**config.mk**
```make
export PLATFORM = sky130hd
export DESIGN_NAME = pipe_add_unit
export DESIGN_NICKNAME = d
export VERILOG_FILES = /design/src/rtl/alu_pkg.sv /design/src/rtl/chunk_adder.sv /design/src/rtl/pipe_add_unit.sv
export SDC_FILE = /design/constraint.sdc
export NUM_CORES = 1
export LEC_CHECK = 0
export CAP_MARGIN = 20
export CORE_ASPECT_RATIO = 0.75
export CORE_UTILIZATION = 60
export CTS_CLUSTER_SIZE = 14
export DETAILED_ROUTE_END_ITERATION = 12
export PLACE_DENSITY = 0.89
export SYNTH_ARGS = -nofsm -noshare
export SYNTH_HDL_FRONTEND = slang
export SYNTH_SLANG_ARGS = --single-unit
```
**constraint.sdc**
```tcl
create_clock -name clk -period 9.25 [get_ports clk]
set_clock_uncertainty 0.2 [all_clocks]
set_input_delay 1.85 -clock clk [delete_from_list [all_inputs] [get_ports clk]]
set_output_delay 1.85 -clock clk [all_outputs]
set_load 0.1 [all_outputs]
```
**src/rtl/alu_pkg.sv**
```systemverilog
// Shared definitions for the registered add/subtract/accumulate unit.
// The op encoding is also used by the decode logic that drives pipe_add_unit.op.
package alu_pkg;

    // Operation select. OP_RSV is decoded as an ordinary add.
    typedef enum logic [1:0] {
        OP_ADD = 2'b00,
        OP_SUB = 2'b01,
        OP_ACC = 2'b10,
        OP_RSV = 2'b11
    } op_e;

    // Control FSM: waiting for start, or rippling chunks of an accepted op.
    typedef enum logic {
        S_IDLE = 1'b0,
        S_RUN  = 1'b1
    } state_e;

    // Two's-complement overflow: the operands share a sign that the sum does not.
    function automatic logic signed_overflow(input logic x_msb,
                                             input logic y_msb,
                                             input logic sum_msb);
        return (x_msb == y_msb) && (sum_msb != x_msb);
    endfunction

endpackage

```
**src/rtl/chunk_adder.sv**
```systemverilog
// One slice of the carry chain: a plain W-bit adder with carry in and out.
// The top time-multiplexes a single instance across all chunks of the word.
module chunk_adder #(
    parameter int W = 8
) (
    input  logic [W-1:0] a,
    input  logic [W-1:0] b,
    input  logic         ci,
    output logic [W-1:0] sum,
    output logic         co
);

    // Widen by one bit so the carry out falls out of the same addition.
    always_comb begin
        {co, sum} = {1'b0, a} + {1'b0, b} + {{W{1'b0}}, ci};
    end

endmodule

```
**src/rtl/pipe_add_unit.sv**
```systemverilog
// Registered add/subtract/accumulate unit with a start/busy/done handshake.
// An accepted operation is snapshotted and then summed CHUNK bits per cycle,
// LSB first, so the critical path is one chunk wide regardless of WIDTH.
// result/cout/ovf only change at the commit edge and never expose partial sums.
module pipe_add_unit
    import alu_pkg::*;
#(
    parameter int WIDTH = 16,
    parameter int CHUNK = 8
) (
    input  logic             clk,
    input  logic             rst,
    input  logic [WIDTH-1:0] d_a,
    input  logic [WIDTH-1:0] d_b,
    input  logic             en_a,
    input  logic             en_b,
    input  logic             cin,
    input  logic [1:0]       op,
    input  logic             start,
    output logic             busy,
    output logic             done,
    output logic [WIDTH-1:0] result,
    output logic             cout,
    output logic             ovf
);

    localparam int STAGES = WIDTH / CHUNK;
    localparam int CNT_W  = (STAGES > 1) ? $clog2(STAGES) : 1;
    localparam logic [CNT_W-1:0] LAST_CHUNK = CNT_W'(STAGES - 1);

    // Programmer-visible operand registers.
    logic [WIDTH-1:0] a_reg;
    logic [WIDTH-1:0] b_reg;

    // Snapshot of the accepted operation and its running state.
    logic [WIDTH-1:0] op_x;
    logic [WIDTH-1:0] op_y;
    logic [WIDTH-1:0] part_sum;
    logic             run_carry;
    logic [CNT_W-1:0] cnt;
    state_e           state;

    // Operand choice for a new operation, decoded from op.
    logic [WIDTH-1:0] sel_x;
    logic [WIDTH-1:0] sel_y;
    logic             sel_c;

    // Current chunk slice and the word with that chunk filled in.
    int unsigned      slice_lo;
    logic [CHUNK-1:0] chunk_a;
    logic [CHUNK-1:0] chunk_b;
    logic [CHUNK-1:0] chunk_sum;
    logic             chunk_co;
    logic [WIDTH-1:0] sum_next;
    logic             last_chunk;

    assign busy       = (state == S_RUN);
    assign last_chunk = (cnt == LAST_CHUNK);

    // Operand registers load whenever enabled; an in-flight op has its own copy.
    always_ff @(posedge clk or posedge rst) begin
        if (rst) begin
            a_reg <= '0;
            b_reg <= '0;
        end else begin
            if (en_a) begin
                a_reg <= d_a;
            end
            if (en_b) begin
                b_reg <= d_b;
            end
        end
    end

    // Map op onto X + Y + c0: subtract is A + ~B + 1, accumulate feeds result back.
    always_comb begin
        sel_x = a_reg;
        sel_y = b_reg;
        sel_c = cin;
        case (op_e'(op))
            OP_SUB: begin
                sel_y = ~b_reg;
                sel_c = 1'b1;
            end
            OP_ACC: begin
                sel_x = result;
                sel_y = a_reg;
            end
            default: begin
            end
        endcase
    end

    // Pick the counter-selected chunk out of the snapshot and merge its sum back in.
    always_comb begin
        slice_lo = 32'(cnt) * 32'(CHUNK);
        chunk_a  = CHUNK'(op_x >> slice_lo);
        chunk_b  = CHUNK'(op_y >> slice_lo);
        sum_next = part_sum | (WIDTH'(chunk_sum) << slice_lo);
    end

    chunk_adder #(
        .W(CHUNK)
    ) u_chunk_adder (
        .a  (chunk_a),
        .b  (chunk_b),
        .ci (run_carry),
        .sum(chunk_sum),
        .co (chunk_co)
    );

    // Control FSM plus snapshot, per-chunk accumulation and the commit of results.
    always_ff @(posedge clk or posedge rst) begin
        if (rst) begin
            state     <= S_IDLE;
            cnt       <= '0;
            op_x      <= '0;
            op_y      <= '0;
            part_sum  <= '0;
            run_carry <= 1'b0;
            result    <= '0;
            cout      <= 1'b0;
            ovf       <= 1'b0;
            done      <= 1'b0;
        end else begin
            done <= 1'b0;
            case (state)
                S_IDLE: begin
                    if (start) begin
                        op_x      <= sel_x;
                        op_y      <= sel_y;
                        run_carry <= sel_c;
                        part_sum  <= '0;
                        cnt       <= '0;
                        state     <= S_RUN;
                    end
                end
                S_RUN: begin
                    if (last_chunk) begin
                        result <= sum_next;
                        cout   <= chunk_co;
                        ovf    <= signed_overflow(op_x[WIDTH-1], op_y[WIDTH-1],
                                                  sum_next[WIDTH-1]);
                        done   <= 1'b1;
                        cnt    <= '0;
                        state  <= S_IDLE;
                    end else begin
                        part_sum  <= sum_next;
                        run_carry <= chunk_co;
                        cnt       <= cnt + CNT_W'(1);
                    end
                end
                default: begin
                    state <= S_IDLE;
                end
            endcase
        end
    end

endmodule
```
=== Yosys cells after proc, flatten, opt, wreduce, memory -nomap -nowiden ===
Index checks and enable logic that the tools add are counted.

* Add/sub/neg operators: 3
* Equal/unequal tests: 6
* Shift operators: 3
* Muxes and demuxes: 17
* Bitwise gates (word level): 3
* Reductions and logical operators: 4

{| class="wikitable"
|+ Operator list
! operator !! number
|-
| 16-bit case mux with 2 select lines || 2
|-
| 16-bit 2-to-1 mux || 3
|-
| 16-bit by 4-bit right shift with 8-bit output || 2
|-
| 16-bit NOT || 1
|-
| 16-bit OR || 1
|-
| 8-bit by 4-bit << shifter with 16-bit output || 1
|-
| 8-bit by 8-bit adder with 9-bit output || 1
|-
| 9-bit by 1-bit adder with 9-bit output || 1
|-
| 1-bit 2-to-1 mux || 9
|-
| 1-bit case mux with 2 select lines || 3
|-
| 2-bit AND reduction || 3
|-
| 2-bit != test (second input constant) || 2
|-
| 2-bit by 1-bit equality test with 1-bit output (second input constant) || 1
|-
| 2-bit equality test (second input constant) || 1
|-
| 1-bit adder (second input constant) || 1
|-
| 1-bit equality test || 1
|-
| 1-bit logical AND || 1
|-
| 1-bit != test || 1
|-
| 1-bit NOT || 1
|}

* Bits in registers: 102
* Input port bits: 40
* Output and inout bits: 20
* Word-level logic and storage cells: 48

=== Longest topological paths before layout ===
* Word-level depth: 7
* Gate-level depth with buffers: 9
* Depth with buffers taken out: 8

=== Modules after synthesis ===
A second synthesis with hierarchy kept.

* Cell total of the unflattened synthesis: 423
* Area, all modules: 4,775.8 µm²

{| class="wikitable"
|+ Modules (own cells, without submodules)
! module !! times used !! cells an instance !! area an instance (µm²) !! seq. area each (µm²)
|-
| pipe_add_unit || 1 || 383 || 4,444.3 || 2,552.4
|-
| chunk_adder || 1 || 40 || 331.6 || 0.0
|}

=== Least setup slack after synthesis ===
OpenSTA, ideal clock, no wires.

* Path kind: input to register
* From: input op[0]
* To: register op_x[8]
* Library setup time: 0.133 ns
* Arrival time: 2.936 ns
* Data required time: 8.917 ns
* Setup slack: 5.981 ns
* Stages on the path: 6
* Path buffers: 2
* Cells stage by stage: inv_1 ha_1 clkbuf_1 buf_1 mux2i_1 o21ai_0

* Cells in the longest elaborated chain, start to end: 2

{| class="wikitable"
|+ RTL lines
! what !! RTL line !! RTL
|-
| from (decl) || pipe_add_unit.sv:18 || <nowiki>input logic [1:0] op,</nowiki>
|-
| 2-bit equality test || pipe_add_unit.sv:80 || <nowiki>case (op_e'(op))</nowiki>
|-
| 16-bit 2-to-1 mux || pipe_add_unit.sv:80 ||
|-
| to (signal assigned) || pipe_add_unit.sv:130 || <nowiki>op_x <= sel_x;</nowiki>
|-
| to (decl) || pipe_add_unit.sv:36 || <nowiki>logic [WIDTH-1:0] op_x;</nowiki>
|}

No other way between the ends.
A chain may end at the register's enable or synchronous reset.

=== Worst setup path in the final report ===
* From: register state (netlist: busy)
* To: output busy

{| class="wikitable"
|+ RTL lines
! what !! RTL line !! RTL
|-
| from (decl) || pipe_add_unit.sv:41 || <nowiki>state_e state;</nowiki>
|-
| from (signal assigned) || pipe_add_unit.sv:115 || <nowiki>state <= S_IDLE;</nowiki>
|-
| from (signal assigned) || pipe_add_unit.sv:135 || <nowiki>state <= S_RUN;</nowiki>
|-
| from (signal assigned) || pipe_add_unit.sv:146 || <nowiki>state <= S_IDLE;</nowiki>
|-
| to (decl) || pipe_add_unit.sv:20 || <nowiki>output logic busy,</nowiki>
|}

No word-level cell between the ends.

==> results.yml <==
pwr:
  power_switching_w: 0.000926
  comb_power_share_pct: 50.4
  ir_drop_uv: 325
  leakagePower_nw: 2.58
  p_seq_share_pct: 34.2
  p_sw_share_pct: 45.9
  power_frac_clock_pct: 15.4
  p_per_area_nw_per_um2: 355
  p_int_w: 0.00109
timing:
  min_period_ns: 4.08
  hold_viol: 0
  worst_pin_slew_ns: 0.974
  period_share_pct: 44.2
  maxSlewHeadroom_pct: 34.9
  max_freq_mhz: 245
  fin_setup_tns_ns: 0
  rsz0062_at_grt: "no"
  slew_viol_final: 0
  setup_violations: 0
critical_path:
  path_buf_inv: 1
  timing.rr.start: "cnt"
  path_class: "register to output port"
  setup.worst_path.end_class: "output port"
  crit_arrival_ns: 2.03
  max_stage_delay_ns: 1.18
  reg2reg_slack_ns: 5.96
  cp_max_fo: 9
  crit_cells: 1
  cp-start-kind: "register"
  crit_chain: "clkdlybuf4s50_1"
  cp_slowest_cell: "clkdlybuf4s50_1"
  crit_required_ns: 7.20
  crit_start: "busy"
  crit_family: "buffers and inverters"
  worstReg2RegEnd: "result[14]"
  worst_r2r_path_depth: 9
synthesis:
  synth_flop_cell: "dfrtp_1"
  synthTopCellsByArea: "dfrtp_1, mux2_2, o21ai_0"
  ys_warn_count: 0
  ys_seq_area_share_pct: 53.7
  synth_fa_ha_area_share_pct: 3.21
  synth_edf_count: 0
  synth_top_family_by_area: "multiplexers"
  synth_top_area_cell: "dfrtp_1"
  synth_xor_area_share_pct: 0.921
  synth_area_um2: 4750
  synth_compound_area_share_pct: 13.3
  synth_most_common_cell: "dfrtp_1"
  synthTopCellsByCount: "dfrtp_1, nand2_1, o21ai_0"
  synth_simple_gate_area_share_pct: 10.8
  avgSynthCellArea_um2: 10.3
  synthCells: 460
  synth_mux_area_share_pct: 14.7
  synth_top_area_share_pct: 53.7
  synth-async-reset-ratio_pct: 100
  synth_seq_cells: 102
  ys_types: 31
  synth.net_count: 511
global_routing:
  overflow: 0
  grt.total_usage_pct: 28.3
  grt_pass1_wl_um: 17900
  grt_max_degree: 86
  antenna_found_initial: 0
  grt_pass1_vias: 3671
final_layout:
  fill_cells: 520
  synthToLayoutAreaGrowth_pct: 19.4
  finalNonFillerCells: 616
  nNetsFinal: 561
  n_antenna_cell: 0
  layout-drive-gt1-share_pct: 13.4
placement:
  hpwl_um: 7250
  io_buffer_count: 59
  place.gp.congestion: 0.838
  placed_cells: 598
detailed_routing:
  route.vias.total: 3554
  wl_per_cell_um: 17.7
  viasPerCell: 5.77
  ant_nets: 0
  drt_first_pass_iters: 4
  drc: 0
  drt-initial-drc-count: 207
  wirelength_um: 10900
hold_path:
  hold_path.class: "register to register"
  hold_path_end: "op_x[4]"
  holdCritStartpoint: "op_x[4]"
  min_path_cells: 2
clocking:
  cts_max_level: 3
  clockBufferDepth: 2
  path_clk_slew_ns: 0.09
  cts-buffers-inserted: 9
  clk_latency_ns: 0.36
  cts_resized: 0
  root_buffer: "clkbuf_8"
  tritoncts: "built"
  postCtsHoldBufs: 0
  cts_sinks: 102
  cts_setup_buffers: 0
floorplan:
  die_width_um: 105
  die_area_um2: 8290
  start_util_pct: 63.4
  core-area_um2: 7500
  ioPinCount: 60
  row_count: 27
  die_h_um: 79.1
status:
  status: "finished clean"
job:
  drv_cap: 0
layout make-up:
type | instances | area, µm² | share of cell area (%)
Timing Repair Buffer | 64 | 661 | 11.6
Multi-Input combinational cell | 315 | 2040 | 36.0
Sequential cell | 102 | 2550 | 45.0
Inverter | 18 | 70.1 | 1.23
Clock inverter | 5 | 82.6 | 1.46
Clock buffer | 11 | 141 | 2.49
Tap cell | 101 | 126 | 2.23
worst min-delay path, stage by stage (launching register included):
cell and delay, ns:
dfrtp_1 0.35, nand2_1 0.05, o21ai_0 0.06
power by group through the flow:
stage	combinational [W]	clock, W	sequential, W
after floorplan	0.000499	0	0.000926
after global placement	0.000964	0	0.000686
after detailed placement	0.000988	0	0.000693
after CTS	0.00100	0.000316	0.000686
after global routing	0.00109	0.000332	0.000701
final	0.00102	0.000311	0.000688
per-stage QoR:
step	setup slack (ns)	power, W	cell area, µm²	hold slack [ns]	util (%)
floorplan	4.52	0.00143	4750	0.244	-
global placement	5.31	0.00165	5400	0.260	72.1
detailed placement	5.19	0.00168	5400	0.266	72.1
CTS	5.17	0.00200	5630	0.287	75.0
global route	5.11	0.00213	5680	0.323	75.7
finish	5.17	0.00202	5680	0.289	75.7
cell usage in the layout (no fill, tap or decap), types with 3 or more instances in the layout:
cell / n
ha_1: 9
mux2_2: 45
a22oi_1: 12
nor2_1: 24
nand2_1: 73
o21ai_0: 60
a211oi_1: 3
clkbuf_8: 10
and2_1: 9
clkdlybuf4s50_1: 59
a21oi_1: 31
buf_4: 3
mux2i_1: 19
nand2b_1: 6
inv_1: 17
dfrtp_1: 102
xor2_1: 3
cells by family (layout without fill, tap and decap cells):
logic type / after synthesis / in the layout
and+or+nand+nor: 121 / 121
AOI/OAI and AO/OA: 114 / 114
DFF: 102 / 102
muxes: 64 / 64
buffers and inverters: 43 / 98
adders and majority gates: 11 / 11
xor gates and xnor gates: 5 / 5
per-layer routing:
| metal | vias up | global-route usage, % | part of all wire (%) |
|---|---|---|---|
| li1 | 1672 | - | - |
| met1 | 1742 | 36.9 | 43 |
| met2 | 122 | 47.9 | 50 |
| met3 | 18 | 5.99 | 5.6 |
| met4 | 0 | 9.15 | 1.8 |
| met5 | - | 0 | 0 |
worst max-delay path by stage:
| stage | to | slack, ns |
|---|---|---|
| floorplan | a_reg[0] | 4.52 |
| global placement | op_y[11] | 5.31 |
| detailed placement | op_y[3] | 5.19 |
| CTS | busy | 5.17 |
| global route | busy | 5.11 |
| finish | busy | 5.17 |
Power figures use the tool's default switching activity.
